==> src/rtl/ps2_pkg.sv <==
// Shared constants for the PS/2 host transmitter: FSM state encoding, frame
// geometry and the parity helper.
package ps2_pkg;

  localparam logic [3:0] ST_IDLE      = 4'd0;
  localparam logic [3:0] ST_INHIBIT   = 4'd1;
  localparam logic [3:0] ST_REQ       = 4'd2;
  localparam logic [3:0] ST_DATA      = 4'd3;
  localparam logic [3:0] ST_STOP      = 4'd4;
  localparam logic [3:0] ST_ACK       = 4'd5;
  localparam logic [3:0] ST_WAIT_IDLE = 4'd6;
  localparam logic [3:0] ST_DONE      = 4'd7;
  localparam logic [3:0] ST_ERR       = 4'd8;

  localparam int unsigned DATA_BITS = 8;
  // Device falling edge on which the host samples the ACK bit.
  localparam int unsigned ACK_EDGE  = 11;

  function automatic logic odd_parity(input logic [7:0] data);
    return ~^data;
  endfunction

endpackage

==> src/rtl/ps2_host_tx_if.sv <==
// Byte request/status handshake between the system and the PS/2 host transmitter.
interface ps2_host_tx_if;
  logic [7:0] send_data;
  logic       send_req;
  logic       busy;
  logic       done;
  logic       error;

  modport master (
    output send_data,
    output send_req,
    input  busy,
    input  done,
    input  error
  );

  modport slave (
    input  send_data,
    input  send_req,
    output busy,
    output done,
    output error
  );
endinterface

==> src/rtl/ps2_line_filter.sv <==
// Two-flop synchronizer followed by a debounce that moves its output only after
// FILTER_LEN consecutive samples agree on the new level.
module ps2_line_filter #(
  parameter int unsigned FILTER_LEN = 8
) (
  input  logic i_clk,
  input  logic i_rst_n,
  input  logic i_pin,
  output logic o_level
);

  localparam int unsigned   CW       = (FILTER_LEN > 1) ? $clog2(FILTER_LEN) : 1;
  localparam logic [CW-1:0] CNT_LAST = CW'(FILTER_LEN - 1);

  logic [1:0]    r_sync;
  logic [CW-1:0] r_cnt;
  logic          r_level;

  always_ff @(posedge i_clk or negedge i_rst_n) begin
    if (!i_rst_n) begin
      r_sync  <= 2'b11;
      r_cnt   <= '0;
      r_level <= 1'b1;
    end else begin
      r_sync <= {r_sync[0], i_pin};
      if (r_sync[1] == r_level) begin
        r_cnt <= '0;
      end else if (r_cnt == CNT_LAST) begin
        r_level <= r_sync[1];
        r_cnt   <= '0;
      end else begin
        r_cnt <= r_cnt + CW'(1);
      end
    end
  end

  assign o_level = r_level;

endmodule

==> src/rtl/ps2_host_tx.sv <==
// PS/2 host-to-device transmitter: sends one command byte as an 11-bit frame on
// open-drain CLK/DAT, then reports done (ACK seen) or error (timeout / no ACK).
module ps2_host_tx
  import ps2_pkg::*;
#(
  parameter int unsigned INHIBIT_CYCLES = 6000,
  parameter int unsigned START_TIMEOUT  = 750000,
  parameter int unsigned PACKET_TIMEOUT = 100000,
  parameter int unsigned FILTER_LEN     = 8
) (
  input  logic         CLOCK_50,
  input  logic         RESET_N,
  ps2_host_tx_if.slave bus,
  input  logic         ps2_clk_in,
  input  logic         ps2_dat_in,
  output logic         ps2_clk_oe,
  output logic         ps2_dat_oe
);

  localparam int unsigned TMR_MAX =
      (INHIBIT_CYCLES > START_TIMEOUT)
        ? ((INHIBIT_CYCLES > PACKET_TIMEOUT) ? INHIBIT_CYCLES : PACKET_TIMEOUT)
        : ((START_TIMEOUT > PACKET_TIMEOUT) ? START_TIMEOUT : PACKET_TIMEOUT);
  localparam int unsigned   TW         = $clog2(TMR_MAX + 1);
  localparam logic [TW-1:0] INH_LAST   = TW'(INHIBIT_CYCLES - 1);
  localparam logic [TW-1:0] START_LAST = TW'(START_TIMEOUT - 1);
  localparam logic [TW-1:0] PKT_LAST   = TW'(PACKET_TIMEOUT - 1);

  logic          w_clk_filt;
  logic          w_dat_filt;
  logic          r_clk_prev;
  logic          r_fall;

  logic [3:0]    r_state;
  logic [3:0]    w_state_nxt;
  logic [7:0]    r_data;
  logic          r_dat_oe;
  logic          w_dat_oe_nxt;
  logic [3:0]    r_idx;
  logic [3:0]    w_idx_nxt;
  logic [TW-1:0] r_tmr;
  logic          w_tmr_clr;
  logic          w_accept;
  logic          w_pkt_expired;

  ps2_line_filter #(
    .FILTER_LEN(FILTER_LEN)
  ) u_clk_filt (
    .i_clk  (CLOCK_50),
    .i_rst_n(RESET_N),
    .i_pin  (ps2_clk_in),
    .o_level(w_clk_filt)
  );

  ps2_line_filter #(
    .FILTER_LEN(FILTER_LEN)
  ) u_dat_filt (
    .i_clk  (CLOCK_50),
    .i_rst_n(RESET_N),
    .i_pin  (ps2_dat_in),
    .o_level(w_dat_filt)
  );

  always_ff @(posedge CLOCK_50 or negedge RESET_N) begin
    if (!RESET_N) begin
      r_clk_prev <= 1'b1;
      r_fall     <= 1'b0;
    end else begin
      r_clk_prev <= w_clk_filt;
      r_fall     <= r_clk_prev & ~w_clk_filt;
    end
  end

  // The packet timer spans DATA..WAIT_IDLE, so it is not cleared between those states.
  function automatic logic is_pkt(input logic [3:0] s);
    return (s == ST_DATA) || (s == ST_STOP) || (s == ST_ACK) || (s == ST_WAIT_IDLE);
  endfunction

  assign w_pkt_expired = (r_tmr == PKT_LAST);

  always_comb begin
    w_state_nxt  = r_state;
    w_dat_oe_nxt = r_dat_oe;
    w_idx_nxt    = r_idx;
    w_accept     = 1'b0;
    case (r_state)
      ST_IDLE: begin
        if (bus.send_req) begin
          w_accept    = 1'b1;
          w_state_nxt = ST_INHIBIT;
        end
      end
      ST_INHIBIT: begin
        if (r_tmr == INH_LAST) begin
          w_state_nxt  = ST_REQ;
          w_dat_oe_nxt = 1'b1;
          w_idx_nxt    = '0;
        end
      end
      ST_REQ: begin
        if (r_fall) begin
          w_dat_oe_nxt = ~r_data[0];
          w_idx_nxt    = 4'd1;
          w_state_nxt  = ST_DATA;
        end else if (r_tmr == START_LAST) begin
          w_state_nxt = ST_ERR;
        end
      end
      ST_DATA: begin
        if (w_pkt_expired) begin
          w_state_nxt = ST_ERR;
        end else if (r_fall) begin
          w_idx_nxt = r_idx + 4'd1;
          if (r_idx == 4'(DATA_BITS)) begin
            w_dat_oe_nxt = ~odd_parity(r_data);
            w_state_nxt  = ST_STOP;
          end else begin
            w_dat_oe_nxt = ~r_data[r_idx[2:0]];
          end
        end
      end
      ST_STOP: begin
        if (w_pkt_expired) begin
          w_state_nxt = ST_ERR;
        end else if (r_fall) begin
          w_idx_nxt    = r_idx + 4'd1;
          w_dat_oe_nxt = 1'b0;
          w_state_nxt  = ST_ACK;
        end
      end
      ST_ACK: begin
        if (w_pkt_expired) begin
          w_state_nxt = ST_ERR;
        end else if (r_fall && (r_idx == 4'(ACK_EDGE - 1))) begin
          w_idx_nxt   = r_idx + 4'd1;
          w_state_nxt = w_dat_filt ? ST_ERR : ST_WAIT_IDLE;
        end
      end
      ST_WAIT_IDLE: begin
        if (w_pkt_expired) begin
          w_state_nxt = ST_ERR;
        end else if (w_clk_filt && w_dat_filt) begin
          w_state_nxt = ST_DONE;
        end
      end
      ST_DONE:  w_state_nxt = ST_IDLE;
      ST_ERR:   w_state_nxt = ST_IDLE;
      default:  w_state_nxt = ST_IDLE;
    endcase

    if ((w_state_nxt == ST_IDLE) || (w_state_nxt == ST_DONE) || (w_state_nxt == ST_ERR)) begin
      w_dat_oe_nxt = 1'b0;
    end
    w_tmr_clr = (w_state_nxt != r_state) && !(is_pkt(r_state) && is_pkt(w_state_nxt));
  end

  always_ff @(posedge CLOCK_50 or negedge RESET_N) begin
    if (!RESET_N) begin
      r_state  <= ST_IDLE;
      r_data   <= '0;
      r_dat_oe <= 1'b0;
      r_idx    <= '0;
      r_tmr    <= '0;
    end else begin
      r_state  <= w_state_nxt;
      r_dat_oe <= w_dat_oe_nxt;
      r_idx    <= w_idx_nxt;
      if (w_accept) begin
        r_data <= bus.send_data;
      end
      if ((r_state == ST_IDLE) || w_tmr_clr) begin
        r_tmr <= '0;
      end else begin
        r_tmr <= r_tmr + TW'(1);
      end
    end
  end

  assign ps2_clk_oe = (r_state == ST_INHIBIT);
  assign ps2_dat_oe = r_dat_oe;
  assign bus.busy   = (r_state != ST_IDLE);
  assign bus.done   = (r_state == ST_DONE);
  assign bus.error  = (r_state == ST_ERR);

endmodule

==> src/flat_wrapper.sv <==
// flat-port wrapper written by rule: the top's interface ports become plain ports
module ps2_host_tx_flat import ps2_pkg::*;
#(
  parameter int unsigned INHIBIT_CYCLES = 6000,
  parameter int unsigned START_TIMEOUT  = 750000,
  parameter int unsigned PACKET_TIMEOUT = 100000,
  parameter int unsigned FILTER_LEN     = 8
)
  (CLOCK_50, RESET_N, ps2_clk_in, ps2_dat_in, ps2_clk_oe, ps2_dat_oe, bus_send_data, bus_send_req, bus_busy, bus_done, bus_error);
  ps2_host_tx_if bus_i ();
  input  logic CLOCK_50;
  input  logic RESET_N;
  input  logic ps2_clk_in;
  input  logic ps2_dat_in;
  output logic ps2_clk_oe;
  output logic ps2_dat_oe;
  input wire logic [$bits(bus_i.send_data)-1:0] bus_send_data;
  input wire logic [$bits(bus_i.send_req)-1:0] bus_send_req;
  output wire logic [$bits(bus_i.busy)-1:0] bus_busy;
  output wire logic [$bits(bus_i.done)-1:0] bus_done;
  output wire logic [$bits(bus_i.error)-1:0] bus_error;
  assign bus_i.send_data = bus_send_data;
  assign bus_i.send_req = bus_send_req;
  assign bus_busy = bus_i.busy;
  assign bus_done = bus_i.done;
  assign bus_error = bus_i.error;
  ps2_host_tx #(.INHIBIT_CYCLES(INHIBIT_CYCLES), .START_TIMEOUT(START_TIMEOUT), .PACKET_TIMEOUT(PACKET_TIMEOUT), .FILTER_LEN(FILTER_LEN)) u_core (.CLOCK_50(CLOCK_50), .RESET_N(RESET_N), .bus(bus_i), .ps2_clk_in(ps2_clk_in), .ps2_dat_in(ps2_dat_in), .ps2_clk_oe(ps2_clk_oe), .ps2_dat_oe(ps2_dat_oe));
endmodule
==> config.mk <==
export PLATFORM = sky130hd
export DESIGN_NAME = ps2_host_tx_flat
export DESIGN_NICKNAME = d
export VERILOG_FILES = /design/src/rtl/ps2_pkg.sv /design/src/rtl/ps2_host_tx_if.sv /design/src/rtl/ps2_line_filter.sv /design/src/rtl/ps2_host_tx.sv /design/src/flat_wrapper.sv
export SDC_FILE = /design/constraint.sdc
export NUM_CORES = 1
export LEC_CHECK = 0
export ABC_AREA = 0
export BUFFER_PORTS_ARGS = -buffer_cell sky130_fd_sc_hd__buf_2
export CORE_MARGIN = 1
export CORE_UTILIZATION = 25
export DETAILED_ROUTE_END_ITERATION = 8
export HOLD_SLACK_MARGIN = 0.05
export PLACE_DENSITY = 0.49
export SLEW_MARGIN = 15
export SYNTH_ARGS = -nofsm -noshare
export SYNTH_HDL_FRONTEND = slang
export SYNTH_SLANG_ARGS = --single-unit
==> constraint.sdc <==
create_clock -name CLOCK_50 -period 2.8 [get_ports CLOCK_50]
set_clock_uncertainty 0.05 [all_clocks]
set_input_delay 0.28 -clock CLOCK_50 [delete_from_list [all_inputs] [get_ports CLOCK_50]]
set_output_delay 0.28 -clock CLOCK_50 [all_outputs]
set_load 0.02 [all_outputs]
==> impl_metrics.json <==
{
  "outcome": "complete, but fails checks",
  "violations": "DRC",
  "power_w": 0.00222,
  "grt_pass1_wl_microns": 10300,
  "hold_viol_final": 0,
  "ys_types": 63,
  "fin_setup_tns_ps": 0,
  "cts-root-buf": "clkbuf_16",
  "avgSynthCellArea_sq_um": 11.2,
  "worstPathRequired_ps": 2910,
  "clock.fmax_mhz": 388,
  "arrival_ps": 2690,
  "cp-end-kind": "flop",
  "io_pins": 18,
  "synth_cells": 270,
  "p_int_w": 0.00163,
  "drc_errors": 3,
  "grt_start_max_net_pins": 52,
  "synth_seq_cells": 51,
  "power_frac_clock_pct": 35.5,
  "antennaDiodeCount": 0,
  "path_cells": "inv_2 > or4_4 > a31oi_4 > a211oi_4 > a221o_2 > a32oi_2 > buf_12 > nor3_2",
  "hold_ws_ps": 53.8,
  "syn2layout_area_growth_pct": 15.6,
  "min_period_ps": 2580,
  "r2r_setup_slack_ps": 220,
  "grt_pass1_vias": 2107,
  "grtUsageTotal_pct": 10.2,
  "syn-cell-area_sq_um": 3020,
  "fill_cells": 1207,
  "synth_top_cell_area_share_pct": 36.4,
  "seqPwrFrac_pct": 45.5,
  "power.density_nw_per_um2": 634,
  "grt_use_met1_pct": 14.0,
  "relSlewSlack_pct": 57.0,
  "ir_drop_mv": 0.240,
  "synth_edf_count": 0,
  "combPwrFrac_pct": 19.0,
  "fp-row-count": 39,
  "dpl.hpwl_microns": 4270,
  "antenna_found_initial": 0,
  "r2r_end": "u_core.r_tmr[12]",
  "slowest_stage": "or4_4",
  "async_flop_share_pct": 100,
  "clock_sinks": 51,
  "clk_pin_slew_ps": 70,
  "cap_violations": 0,
  "num-nets-final": 315,
  "grt_remaining_overflow": 0,
  "switching_power_w": 0.000589,
  "period_share_pct": 92.1,
  "post-cts-setup-buffers": 0,
  "rr_worst_depth": 8,
  "synthFlopType": "dfrtp_1",
  "cp-start-kind": "flop",
  "wirelength_microns": 5940,
  "leakagePower_nw": 1.47,
  "port_buffers": 17,
  "die_x_microns": 112,
  "r2r-start": "u_core.r_state[0]",
  "cts_tree": "yes",
  "synth_area_leaders": "dfrtp_1 36%, dfstp_2 6.1%, nor3_2 6.0%, xor2_1 4.3%, xnor2_1 4.1%",
  "drive_gt1_share_pct": 30.8,
  "rsz0062_at_grt": "false",
  "ys_warn_count": 0,
  "syn-num-nets": 291,
  "htreeDepth": 2,
  "use_met2_pct": 16.5,
  "critical_path_class": "reg -> reg",
  "routedWlPerCell_microns": 13.6,
  "crit_path_max_incr_delay_ps": 590,
  "insertion_delay_ps": 290,
  "numCtsBuffers": 5,
  "min_path_type": "in -> async",
  "busiest_layer": "met2",
  "report.final.setup_viol": 0,
  "seq_area_frac_synth_pct": 42.5,
  "first_iter_violations": 54,
  "fp.dieArea_sq_um": 12500,
  "path_max_fanout": 20,
  "vias": 2056,
  "core_sq_um": 11600,
  "drv_slew": 0,
  "grtUsageMet3_pct": 2.18,
  "gp_congestion": 0.864,
  "initial_core_util_pct": 26.0,
  "via_per_inst": 4.69,
  "synth.most_common_cell": "dfrtp_1",
  "swShare_pct": 26.6,
  "yosys.area.top_type": "dfrtp_1",
  "synthTopCellsByCount": "44 x dfrtp_1, 18 x nand2_1, 18 x nor3_2",
  "first_pass_iters": 6,
  "cts_buffer_depth": 2,
  "tightest_slew_ps": 645,
  "die_y_microns": 112,
  "ant_nets": 0
}
## flip-flops by register name (all words and copies together), names as in the netlist, 2 cells and up
register,flops
u_core.u_clk_filt.r_cnt,3
u_core.r_state,4
u_core.u_clk_filt.r_sync,2
u_core.r_idx,4
u_core.r_data,8
u_core.r_tmr,20
u_core.u_dat_filt.r_cnt,3
u_core.u_dat_filt.r_sync,2
## worst max-delay path, delay by kind of cell (launching register included)
kind | cells | cell delay [ps]
AOI/OAI and AO/OA | 4 | 880
and+or+nand+nor | 2 | 650
DFF | 1 | 560
buffers and inverters | 2 | 310
## worst max path at each step
stage | startpoint | to | slack, ps | depth (start not counted)
CTS | u_core.r_state[0] | u_core.r_tmr[12] | 210 | 8
floorplan | u_core.r_tmr[0] | u_core.r_tmr[1] | 370 | 10
detailed placement | u_core.r_state[0] | u_core.r_tmr[12] | 230 | 8
finish | u_core.r_state[0] | u_core.r_tmr[12] | 220 | 8
global route | u_core.r_state[1] | u_core.r_idx[3] | 60 | 7
global placement | u_core.r_state[0] | u_core.r_tmr[11] | 250 | 8
## stage by stage
step / util [%] / setup WS (ps) / cell area (sq um) / std cells
2_1_floorplan: - / 374 / 3020 / 270
3_5_place_dp: 28.3 / 234 / 3280 / 428
6_report: 30.1 / 222 / 3490 / 438
3_3_place_gp: 28.3 / 248 / 3280 / 428
5_1_grt: 30.1 / 56.7 / 3490 / 438
4_1_cts: 30.1 / 211 / 3490 / 438
## metal layers
metal,vias to the layer above,wire length (microns),part of all wire [%]
met5,-,0,0
met4,0,32,0.54
met3,4,187,3.1
met2,27,2790,47
met1,1010,2930,49
li1,1015,-,-
## kinds of logic (layout without fill, tap and decap cells)
group	count (synthesis)	after routing	synth area share, %
AND/OR/NAND/NOR	116	116	26.5
multiplexers	14	14	5.88
adder cells (fa/ha/maj)	8	8	3.31
AO/OA/AOI/OAI	33	33	9.56
XOR/XNOR	29	29	8.40
flip-flops	51	51	42.5
buffers and inverters	19	44	3.81
## layout make-up
class	instances	area (sq um)	share of cell area, %
multi-input cells	200	1630	46.6
clock buffers	6	129	3.69
repair buffers	27	178	5.09
inverters	9	33.8	0.967
clock inverters	2	60.1	1.72
flip-flops and latches	51	1280	36.8
well taps	143	179	5.12
## what timing repair did
action,in CTS,in global routing
setup endpoints to repair,0,0
endpoints found under the hold margin,2,0
hold buffers,2,0
gates resized for setup,0,0
## layout by cell type, fill, tap and decap left out, types with 3 or more instances in the layout
cell type	synthesis	final
dfrtp_1	44	44
nand2_1	18	18
nor3_2	18	18
buf_2	1	17
xor2_1	15	15
nand3_1	14	14
xnor2_1	14	14
nor2_1	13	13
mux2_2	10	10
ha_1	8	8
inv_1	7	7
buf_4	1	7
dfstp_2	7	7
and2_1	6	6
o21ai_0	6	6
and3_1	5	5
nor2b_1	5	5
clkbuf_16	0	5
nor3_1	4	4
nand4b_1	3	3
nand4_1	3	3
nor3b_2	3	3
nand2b_1	3	3
a21oi_1	3	3
o21ai_1	3	3
## power groups by stage
stage                     clock (W)  sequential, W  combinational (W)
after floorplan                   0       0.000980           0.000351
after global placement            0        0.00102           0.000421
after detailed placement          0        0.00102           0.000426
after CTS                  0.000803        0.00101           0.000432
after global routing       0.000824        0.00103           0.000476
final                      0.000787        0.00101           0.000421
No activity file was read; power rests on OpenSTA's default activity.
